==> config.mk <==
export PLATFORM = sky130hd
export DESIGN_NAME = ibex_dummy_reseed_ctrl_flat
export DESIGN_NICKNAME = d
export VERILOG_FILES = /design/src/rtl/ibex_dummy_reseed_ctrl_if.sv /design/src/rtl/ibex_dummy_reseed_ctrl.sv /design/src/flat_wrapper.sv
export SDC_FILE = /design/constraint.sdc
export NUM_CORES = 1
export LEC_CHECK = 0
export ABC_AREA = 1
export CAP_MARGIN = 20
export CORE_ASPECT_RATIO = 1.25
export CORE_MARGIN = 2
export CORE_UTILIZATION = 47
export CTS_CLUSTER_DIAMETER = 60
export DETAILED_ROUTE_END_ITERATION = 8
export MAX_ROUTING_LAYER = met4
export PLACE_DENSITY_LB_ADDON = 0.08
export SYNTH_ARGS = -nofsm -noshare
export SYNTH_HDL_FRONTEND = slang
export SYNTH_SLANG_ARGS = --single-unit
==> constraint.sdc <==
create_clock -name clk_i -period 3.1 [get_ports clk_i]
set_clock_uncertainty 0.1 [all_clocks]
set_input_delay 0.31 -clock clk_i [delete_from_list [all_inputs] [get_ports clk_i]]
set_output_delay 0.31 -clock clk_i [all_outputs]
set_load 0.005 [all_outputs]
==> src/rtl/ibex_dummy_reseed_ctrl_if.sv <==
// Entropy request/acknowledge handshake between the reseed controller and the entropy source.
interface ibex_dummy_reseed_ctrl_if;
  logic        entropy_req;
  logic        entropy_ack;
  logic [31:0] entropy_data;

  modport master (
    output entropy_req,
    input  entropy_ack,
    input  entropy_data
  );

  modport slave (
    input  entropy_req,
    output entropy_ack,
    output entropy_data
  );
endinterface

==> src/rtl/ibex_dummy_reseed_ctrl.sv <==
// Reseed sequencer for the dummy-instruction LFSR: counts accepted dummy instructions, fetches
// entropy every reseed_interval_i insertions and arbitrates the seed strobe against CSR writes.
module ibex_dummy_reseed_ctrl #(
  parameter int unsigned CntW       = 16,
  parameter int unsigned AckTimeout = 255
) (
  input  logic                         clk_i,
  input  logic                         rst_ni,
  input  logic                         dummy_instr_en_i,
  input  logic [CntW-1:0]              reseed_interval_i,
  input  logic                         insert_dummy_instr_i,
  input  logic                         id_in_ready_i,
  input  logic                         csr_seed_wr_i,
  input  logic [31:0]                  csr_seed_i,
  ibex_dummy_reseed_ctrl_if.master     entropy_if,
  output logic                         dummy_instr_en_o,
  output logic                         dummy_seed_en_o,
  output logic [31:0]                  dummy_seed_o,
  output logic                         reseed_busy_o,
  output logic                         reseed_timeout_o
);

  localparam int unsigned TmoW = (AckTimeout > 1) ? $clog2(AckTimeout) : 1;

  typedef enum logic [1:0] {
    StIdle = 2'b00,
    StReq  = 2'b01,
    StSeed = 2'b10
  } state_e;

  state_e            state_r;
  logic [CntW-1:0]   cnt_r;
  logic [TmoW-1:0]   tmo_cnt_r;
  logic [31:0]       entropy_q_r;
  logic              timeout_r;

  logic              accept_s;
  logic [CntW:0]     cnt_inc_s;
  logic              threshold_s;
  logic              cnt_sat_s;
  logic              tmo_last_s;

  // Accept/threshold decode; the widened increment keeps the compare free of wrap-around.
  always_comb begin
    accept_s    = insert_dummy_instr_i & id_in_ready_i & dummy_instr_en_i;
    cnt_inc_s   = {1'b0, cnt_r} + {{CntW{1'b0}}, 1'b1};
    threshold_s = (reseed_interval_i != {CntW{1'b0}}) &&
                  (cnt_inc_s >= {1'b0, reseed_interval_i});
    cnt_sat_s   = &cnt_r;
    tmo_last_s  = (tmo_cnt_r == TmoW'(AckTimeout - 1));
  end

  // Reseed FSM, insertion counter, handshake timeout and captured entropy word.
  always_ff @(posedge clk_i or negedge rst_ni) begin
    if (!rst_ni) begin
      state_r     <= StIdle;
      cnt_r       <= {CntW{1'b0}};
      tmo_cnt_r   <= {TmoW{1'b0}};
      entropy_q_r <= 32'h0000_0000;
      timeout_r   <= 1'b0;
    end else begin
      timeout_r <= 1'b0;
      case (state_r)
        StIdle: begin
          if (csr_seed_wr_i) begin
            cnt_r <= {CntW{1'b0}};
          end else if (accept_s && threshold_s) begin
            cnt_r     <= {CntW{1'b0}};
            tmo_cnt_r <= {TmoW{1'b0}};
            state_r   <= StReq;
          end else if (accept_s && !cnt_sat_s) begin
            cnt_r <= cnt_inc_s[CntW-1:0];
          end else begin
            cnt_r <= cnt_r;
          end
        end
        StReq: begin
          // A CSR write aborts the handshake; an ack in the same cycle is consumed and dropped.
          if (csr_seed_wr_i) begin
            cnt_r   <= {CntW{1'b0}};
            state_r <= StIdle;
          end else if (entropy_if.entropy_ack) begin
            entropy_q_r <= entropy_if.entropy_data;
            state_r     <= StSeed;
          end else if (tmo_last_s) begin
            timeout_r <= 1'b1;
            state_r   <= StIdle;
          end else begin
            tmo_cnt_r <= tmo_cnt_r + {{(TmoW-1){1'b0}}, 1'b1};
          end
        end
        StSeed: begin
          cnt_r   <= {CntW{1'b0}};
          state_r <= StIdle;
        end
        default: begin
          cnt_r   <= {CntW{1'b0}};
          state_r <= StIdle;
        end
      endcase
    end
  end

  // Seed strobe mux: a CSR write passes straight through and overrides the entropy seed.
  always_comb begin
    if (!rst_ni) begin
      dummy_seed_en_o = 1'b0;
      dummy_seed_o    = 32'h0000_0000;
    end else if (csr_seed_wr_i) begin
      dummy_seed_en_o = 1'b1;
      dummy_seed_o    = csr_seed_i;
    end else if (state_r == StSeed) begin
      dummy_seed_en_o = 1'b1;
      dummy_seed_o    = entropy_q_r;
    end else begin
      dummy_seed_en_o = 1'b0;
      dummy_seed_o    = 32'h0000_0000;
    end
  end

  assign entropy_if.entropy_req = (state_r == StReq);
  assign dummy_instr_en_o       = rst_ni & dummy_instr_en_i & (state_r == StIdle);
  assign reseed_busy_o          = (state_r != StIdle);
  // The timeout pulse yields to a coincident CSR seed strobe.
  assign reseed_timeout_o       = timeout_r & ~csr_seed_wr_i;

endmodule

==> src/flat_wrapper.sv <==
// flat-port wrapper written by rule: the top's interface ports become plain ports
module ibex_dummy_reseed_ctrl_flat 
#(
  parameter int unsigned CntW       = 16,
  parameter int unsigned AckTimeout = 255
)
  (clk_i, rst_ni, dummy_instr_en_i, reseed_interval_i, insert_dummy_instr_i, id_in_ready_i, csr_seed_wr_i, csr_seed_i, dummy_instr_en_o, dummy_seed_en_o, dummy_seed_o, reseed_busy_o, reseed_timeout_o, entropy_if_entropy_req, entropy_if_entropy_ack, entropy_if_entropy_data);
  ibex_dummy_reseed_ctrl_if entropy_if_i ();
  input  logic clk_i;
  input  logic rst_ni;
  input  logic dummy_instr_en_i;
  input  logic [CntW-1:0] reseed_interval_i;
  input  logic insert_dummy_instr_i;
  input  logic id_in_ready_i;
  input  logic csr_seed_wr_i;
  input  logic [31:0] csr_seed_i;
  output logic dummy_instr_en_o;
  output logic dummy_seed_en_o;
  output logic [31:0] dummy_seed_o;
  output logic reseed_busy_o;
  output logic reseed_timeout_o;
  output wire logic [$bits(entropy_if_i.entropy_req)-1:0] entropy_if_entropy_req;
  input wire logic [$bits(entropy_if_i.entropy_ack)-1:0] entropy_if_entropy_ack;
  input wire logic [$bits(entropy_if_i.entropy_data)-1:0] entropy_if_entropy_data;
  assign entropy_if_entropy_req = entropy_if_i.entropy_req;
  assign entropy_if_i.entropy_ack = entropy_if_entropy_ack;
  assign entropy_if_i.entropy_data = entropy_if_entropy_data;
  ibex_dummy_reseed_ctrl #(.CntW(CntW), .AckTimeout(AckTimeout)) u_core (.clk_i(clk_i), .rst_ni(rst_ni), .dummy_instr_en_i(dummy_instr_en_i), .reseed_interval_i(reseed_interval_i), .insert_dummy_instr_i(insert_dummy_instr_i), .id_in_ready_i(id_in_ready_i), .csr_seed_wr_i(csr_seed_wr_i), .csr_seed_i(csr_seed_i), .entropy_if(entropy_if_i), .dummy_instr_en_o(dummy_instr_en_o), .dummy_seed_en_o(dummy_seed_en_o), .dummy_seed_o(dummy_seed_o), .reseed_busy_o(reseed_busy_o), .reseed_timeout_o(reseed_timeout_o));
endmodule
==> results.py, run 1 <==
metrics = {
    "outcome": {
        "outcome": "complete, no violations",
    },
    "placement": {
        "gp_congestion": 0.8556,
        "portBuffers": 123,
        "placed_area_sq_um": 5233,
        "hpwl_mm": 7.456,
        "post-place-ws_ns": -0.1209,
    },
    "worst_setup_path": {
        "path_cells": "ha_2 -> nand3_4 -> nor3_4 -> nand3b_1 -> nor2_1 -> xor2_1 -> ha_1 -> nand2_1 -> inv_1 -> o21ai_0 -> nand3b_1 -> nor2_1 -> nand2_2 -> nand2_4 -> nand3_4 -> nand2_8 -> nand2_1 -> o21ai_0",
        "slowest_delay_ns": 0.42,
        "cp.buffers_inverters": 1,
        "criticalPathCategory": "flip-flop to flip-flop",
        "cpLargestDelayFamily": "simple AND/OR/NAND/NOR gates",
        "cp-start-kind": "flip-flop",
        "end_kind": "flip-flop",
        "cp_data_arrival_time_ns": 3.11,
        "cp_slowest_cell": "dfrtp_1",
        "crit_required_ns": 3.26,
        "worstPathMaxFanout": 16,
    },
    "final_layout": {
        "fin_area_sq_um": 5509,
        "layout_common_cells": "nand2_1 (159), clkdlybuf4s50_1 (122), nor2_1 (87)",
        "diodes": 0,
        "syn2layout_area_growth_pct": 40.81,
        "post-route-util": 0.6761,
        "num-nets-final": 773,
        "final_common_cell": "nand2_1",
        "drive_above_1_share": 0.1088,
    },
    "power_and_ir_drop": {
        "power_leakage_uw": 0.002667,
        "vdd_drop_max_uv": 197.7,
        "p_per_area_nw_per_um2": 313.3,
    },
    "route": {
        "viasPerCell": 5.115,
        "wl_per_cell_um": 13.45,
        "drt_wl_total_mm": 10.33,
        "dr.first_iter.drc_count": 198,
        "first_pass_iters": 4,
        "vias": 3928,
        "ant_nets": 0,
        "drc": 0,
    },
    "yosys": {
        "syn_area_per_cell_sq_um": 7.205,
        "synth-simple-area-share": 0.3940,
        "syn_inst": 543,
        "ys_ff_latch": 59,
        "synthDistinctLibCells": 33,
        "ys.flop_type": "dfrtp_1",
        "synth_nets": 649,
        "synth-seq-area-share": 0.3774,
        "synth_edf_count": 0,
        "synth_adder_area_share": 0.06076,
        "synth_compound_area_frac": 0.06076,
        "synth_top_family_by_area": "simple AND/OR/NAND/NOR gates",
        "synth-xor-area-share": 0.02910,
        "muxShareOfSynthArea": 0,
        "syn_area_sq_um": 3913,
        "async_flop_share": 1.000,
        "ys_warn_count": 0,
    },
    "floorplanning": {
        "rows": 37,
        "fp.dieArea_sq_um": 9075,
        "core_sq_um": 8148,
        "die_x_um": 85.61,
        "start_util": 0.4802,
        "pin_count": 124,
        "die_h_um": 106.0,
    },
    "clocking": {
        "clkTransAtPathRegs_ns": 0.07,
        "htree_levels": 3,
        "cts_buffers": 9,
        "cts_tree": "built",
        "clock_path_buffers": 2,
        "cts_sinks": 59,
        "cts_root_buf": "clkbuf_8",
        "clk_latency_ns": 0.34,
    },
    "grt": {
        "antenna_found_initial": 0,
        "grt_pass1_vias": 3968,
        "track_usage": 0.2418,
        "grt-ovfl-total": 0,
        "grt_pass1_wl_mm": 17.15,
        "grt_start_max_net_pins": 60,
    },
    "timing": {
        "layout_setup_ws_ns": 0.1488,
        "rsz0062_at_grt": "true",
        "slew_headroom": 0.3610,
        "finalHoldViolCount": 0,
        "finalMaxSlewViolations": 0,
        "tightest_slew_ns": 0.9575,
        "period_minus_slack_ns": 2.951,
        "layout_worst_path_cycle_share": 0.9520,
        "setup_violations": 0,
        "max_freq_mhz": 338.8,
        "fin_hold_ws_ns": 0.07523,
    },
    "run": {
        "maxCapViolations": 0,
    },
    "worst_hold_path": {
        "hold_path_class": "input port to asynchronous set/reset pin",
    },
}
-- state kept, by name (all words and copies together) (netlist names) --
name and cells:
u_core.cnt_r 16, u_core.entropy_q_r 32, u_core.state_r 2, u_core.timeout_r 1
u_core.tmo_cnt_r 8
-- cells by family (layout without fill, tap and decap cells) --
kind of cell	after synthesis	after routing
AOI/OAI and AO/OA	35	35
and+or+nand+nor	347	349
buffers and inverters	70	196
xor gates and xnor gates	13	13
adders and majority gates	19	19
DFF	59	59
-- final cells by class --
class                   count  area, sq um
fillers                   707         2639
multi-input cells         416         2225
flip-flops and latches     59         1479
repair buffers            136         1336
clock buffers              13        168.9
inverters                  45        168.9
well taps                  97        121.4
clock inverters             2        10.01
-- metal layers --
metal / track usage / routed length [um]
met1: 0.2828 / 4399
met2: 0.4057 / 5167
met3: 0.05668 / 606
met4: 0.08617 / 160
met5: - / 0
-- cell usage after synthesis (6+ instances only) --
library cell / number / area, sq um
nand3b_1: 6 / 45.04
dfrtp_1: 59 / 1476
nand4_1: 23 / 143.9
nor3_1: 37 / 185.2
nor2_1: 89 / 334.1
nand2_1: 159 / 596.8
o21ai_2: 15 / 131.4
inv_1: 42 / 157.7
o21ai_1: 9 / 45.04
ha_1: 19 / 237.7
xor2_1: 8 / 70.07
clkbuf_1: 18 / 67.56
nand3_1: 14 / 70.07
-- power breakdown --
group | internal [uW] | switching (uW) | leakage, uW | total [uW]
clock network | 348 | 294 | 0.0000953 | 642
registers | 776 | 6.54 | 0.000819 | 782
logic | 171 | 131 | 0.00175 | 301
-- stage by stage --
step | total power [uW] | cells | TNS, ns
after floorplan | 905.1 | 543 | 0
after global placement | 1087 | 750 | 0
after detailed placement | 1090 | 750 | -1.506
after CTS | 1738 | 765 | 0
after global routing | 1806 | 768 | -0.1643
final | 1726 | 768 | 0
-- repair_timing --
action / in CTS / in global routing
endpoints found under the setup margin: 22 / 25
cloned: 0 / 2
pin swaps: 0 / 1
buffers inserted: 0 / 1
gates resized for setup: 2 / 10
hold buffers: 0 / 0
-- path summary, 6_finish.rpt --
| path | from | endpoint | slack [ns] | cells after the start |
|---|---|---|---|---|
| max | u_core.cnt_r[0]$_DFFE_PN0P_ | u_core.cnt_r[11]$_DFFE_PN0P_ | 0.15 | 18 |
| min | rst_ni | u_core.timeout_r$_DFF_PN0_ | 0.08 | 2 |
| max reg2reg | u_core.cnt_r[0]$_DFFE_PN0P_ | u_core.cnt_r[11]$_DFFE_PN0P_ | 0.15 | 18 |
| min reg2reg | u_core.entropy_q_r[31]$_DFFE_PN0P_ | u_core.entropy_q_r[31]$_DFFE_PN0P_ | 0.37 | 2 |
| max in group asynchronous | rst_ni | u_core.cnt_r[2]$_DFFE_PN0P_ | 2.30 | 2 |
| min in group clk_i | u_core.entropy_q_r[31]$_DFFE_PN0P_ | u_core.entropy_q_r[31]$_DFFE_PN0P_ | 0.37 | 2 |
Power figures use the tool's default switching activity.
==> inputs of run 2 (changes only) <==
Settings changed: CORE_UTILIZATION 47 to 25, TNS_END_PERCENT set to 5.
==> run 2 against run 1 <==
- die area is 84% higher
- count of clock-buffer cells in the layout is 3 lower
- critical endpoint is now u_core.tmo_cnt_r[5]$_DFFE_PN0P_
- maximum frequency is 0.48% lower
==> results.py, run 2 (same netlist as run 1, synthesis figures left out) <==
metrics = {
    "route": {
        "wl_per_cell_um": 13.25,
        "viasPerCell": 4.405,
        "dr.first_iter.drc_count": 149,
        "drc": 0,
        "vias": 3929,
        "ant_nets": 0,
        "drt_wl_total_mm": 11.82,
        "first_pass_iters": 4,
    },
    "final_layout": {
        "post-route-util": 0.3768,
        "top_register": "u_core.entropy_q_r",
        "diodes": 0,
        "layout_common_cells": "nand2_1 (159), clkdlybuf4s50_1 (122), nor2_1 (86)",
        "num-nets-final": 781,
        "final_common_cell": "nand2_1",
        "syn2layout_area_growth_pct": 48.70,
        "reg.largest.list": "u_core.entropy_q_r (32), u_core.cnt_r (16), u_core.tmo_cnt_r (8)",
        "drive_above_1_share": 0.1191,
        "largest_reg_flops": 32,
    },
    "floorplanning": {
        "rows": 51,
        "start_util": 0.2534,
        "fp.dieArea_sq_um": 16670,
        "die_x_um": 115.9,
        "die_h_um": 143.9,
        "core_sq_um": 15440,
        "pin_count": 124,
    },
    "clocking": {
        "cts_hold_buf": 0,
        "cts_sinks": 59,
        "clk_latency_ns": 0.33,
        "cts_buffers": 9,
        "htree_levels": 3,
        "clkTransAtPathRegs_ns": 0.06,
        "cts_root_buf": "clkbuf_16",
        "clock_path_buffers": 2,
        "cts_tree": "built",
    },
    "timing": {
        "setup_violations": 0,
        "finalHoldViolCount": 0,
        "layout_worst_path_cycle_share": 0.9566,
        "finalMaxSlewViolations": 0,
        "tightest_slew_ns": 0.7792,
        "layout_setup_ws_ns": 0.1345,
        "fin_hold_ws_ns": 0.1608,
        "period_minus_slack_ns": 2.966,
        "rsz0062_at_grt": "true",
        "max_freq_mhz": 337.2,
        "slew_headroom": 0.4805,
    },
    "power_and_ir_drop": {
        "p_per_area_nw_per_um2": 358.0,
        "power_leakage_uw": 0.002737,
        "vdd_drop_max_uv": 197.0,
        "finalPower_uw": 2083,
    },
    "placement": {
        "gp_congestion": 0.7375,
        "hpwl_mm": 8.516,
        "post-place-ws_ns": -0.04132,
        "portBuffers": 123,
    },
    "grt": {
        "antenna_found_initial": 0,
        "grt-ovfl-total": 0,
        "grt_pass1_vias": 3906,
        "grt_start_max_net_pins": 60,
        "track_usage": 0.1476,
        "grt_pass1_wl_mm": 18.77,
    },
    "worst_setup_path": {
        "worstPathMaxFanout": 9,
        "cp-startpoint": "u_core.cnt_r[0]$_DFFE_PN0P_",
        "cp-start-kind": "flip-flop",
        "cp_data_arrival_time_ns": 3.08,
        "worstReg2RegStart": "u_core.cnt_r[0]$_DFFE_PN0P_",
        "criticalPathCategory": "flip-flop to flip-flop",
        "end_kind": "flip-flop",
        "crit_required_ns": 3.21,
    },
    "worst_hold_path": {
        "hold_path_class": "input port to asynchronous set/reset pin",
    },
    "run": {
        "maxCapViolations": 0,
    },
    "outcome": {
        "outcome": "complete, no violations",
    },
}
run 2: cell types whose count changed in the layout (fill, tap and decap cells not counted), moves of 2 or more:
cell | previous run | this run
buf_4 | 12 | 20
clkbuf_16 | 0 | 9
clkbuf_8 | 12 | 1
clkinvlp_4 | 0 | 4
ha_1 | 17 | 19
run 2: layout make-up:
cell class	instances	area, sq um
Timing Repair Buffer	144	1404
Clock buffer	10	239.0
Multi-Input combinational cell	416	2198
Fill cell	1678	9624
Clock inverter	6	65.06
Inverter	45	168.9
Tap cell	212	265.3
Sequential cell	59	1478
run 2: final timing paths:
kind,end,slack [ns],depth (start not counted)
worst max-delay path,u_core.tmo_cnt_r[5]$_DFFE_PN0P_,0.13,18
worst min-delay path,u_core.cnt_r[9]$_DFFE_PN0P_,0.16,2
worst max register to register,u_core.tmo_cnt_r[5]$_DFFE_PN0P_,0.13,18
worst min register to register,u_core.entropy_q_r[9]$_DFFE_PN0P_,0.37,2
max in group asynchronous,u_core.cnt_r[3]$_DFFE_PN0P_,2.18,2
min in group clk_i,u_core.entropy_q_r[9]$_DFFE_PN0P_,0.37,2
run 2: report_power, final:
part / switching [uW] / internal [uW]
sequential: 5.34 / 776
clock: 355 / 641
combinational: 136 / 169
total: 496 / 1590
run 2: what timing repair did:
action                                  CTS  global route
gates cloned                              0             2
pin swaps                                 0             2
endpoints found under the setup margin   18            25
resized for setup                         2             6
setup buffers                             0             6
run 2: routing by layer:
layer	track usage	wire length, um
met1	0.1671	5004
met2	0.2650	6271
met3	0.02657	423
met4	0.04135	118
met5	-	0
run 2: metrics by stage:
step	area [sq um]	TNS, ns	cells
floorplan	3913	0	543
global placement	5379	0	867
detailed placement	5379	-0.5005	867
CTS	5697	0	883
global route	5818	-2.661	892
finish	5818	0	892
run 2: worst max-delay path: stages (launching register included):
cell,delay [ns]
dfrtp_1,0.37
ha_1,0.21
nand3_2,0.13
nor3_2,0.16
nand3b_1,0.16
nor2_1,0.15
xor2_1,0.21
ha_1,0.29
nand2_1,0.08
inv_1,0.03
o21ai_0,0.13
nand3b_1,0.10
nor2_1,0.11
nand2_2,0.08
nand2_4,0.09
nand2_2,0.11
nand3_4,0.14
buf_4,0.13
o21ai_2,0.04
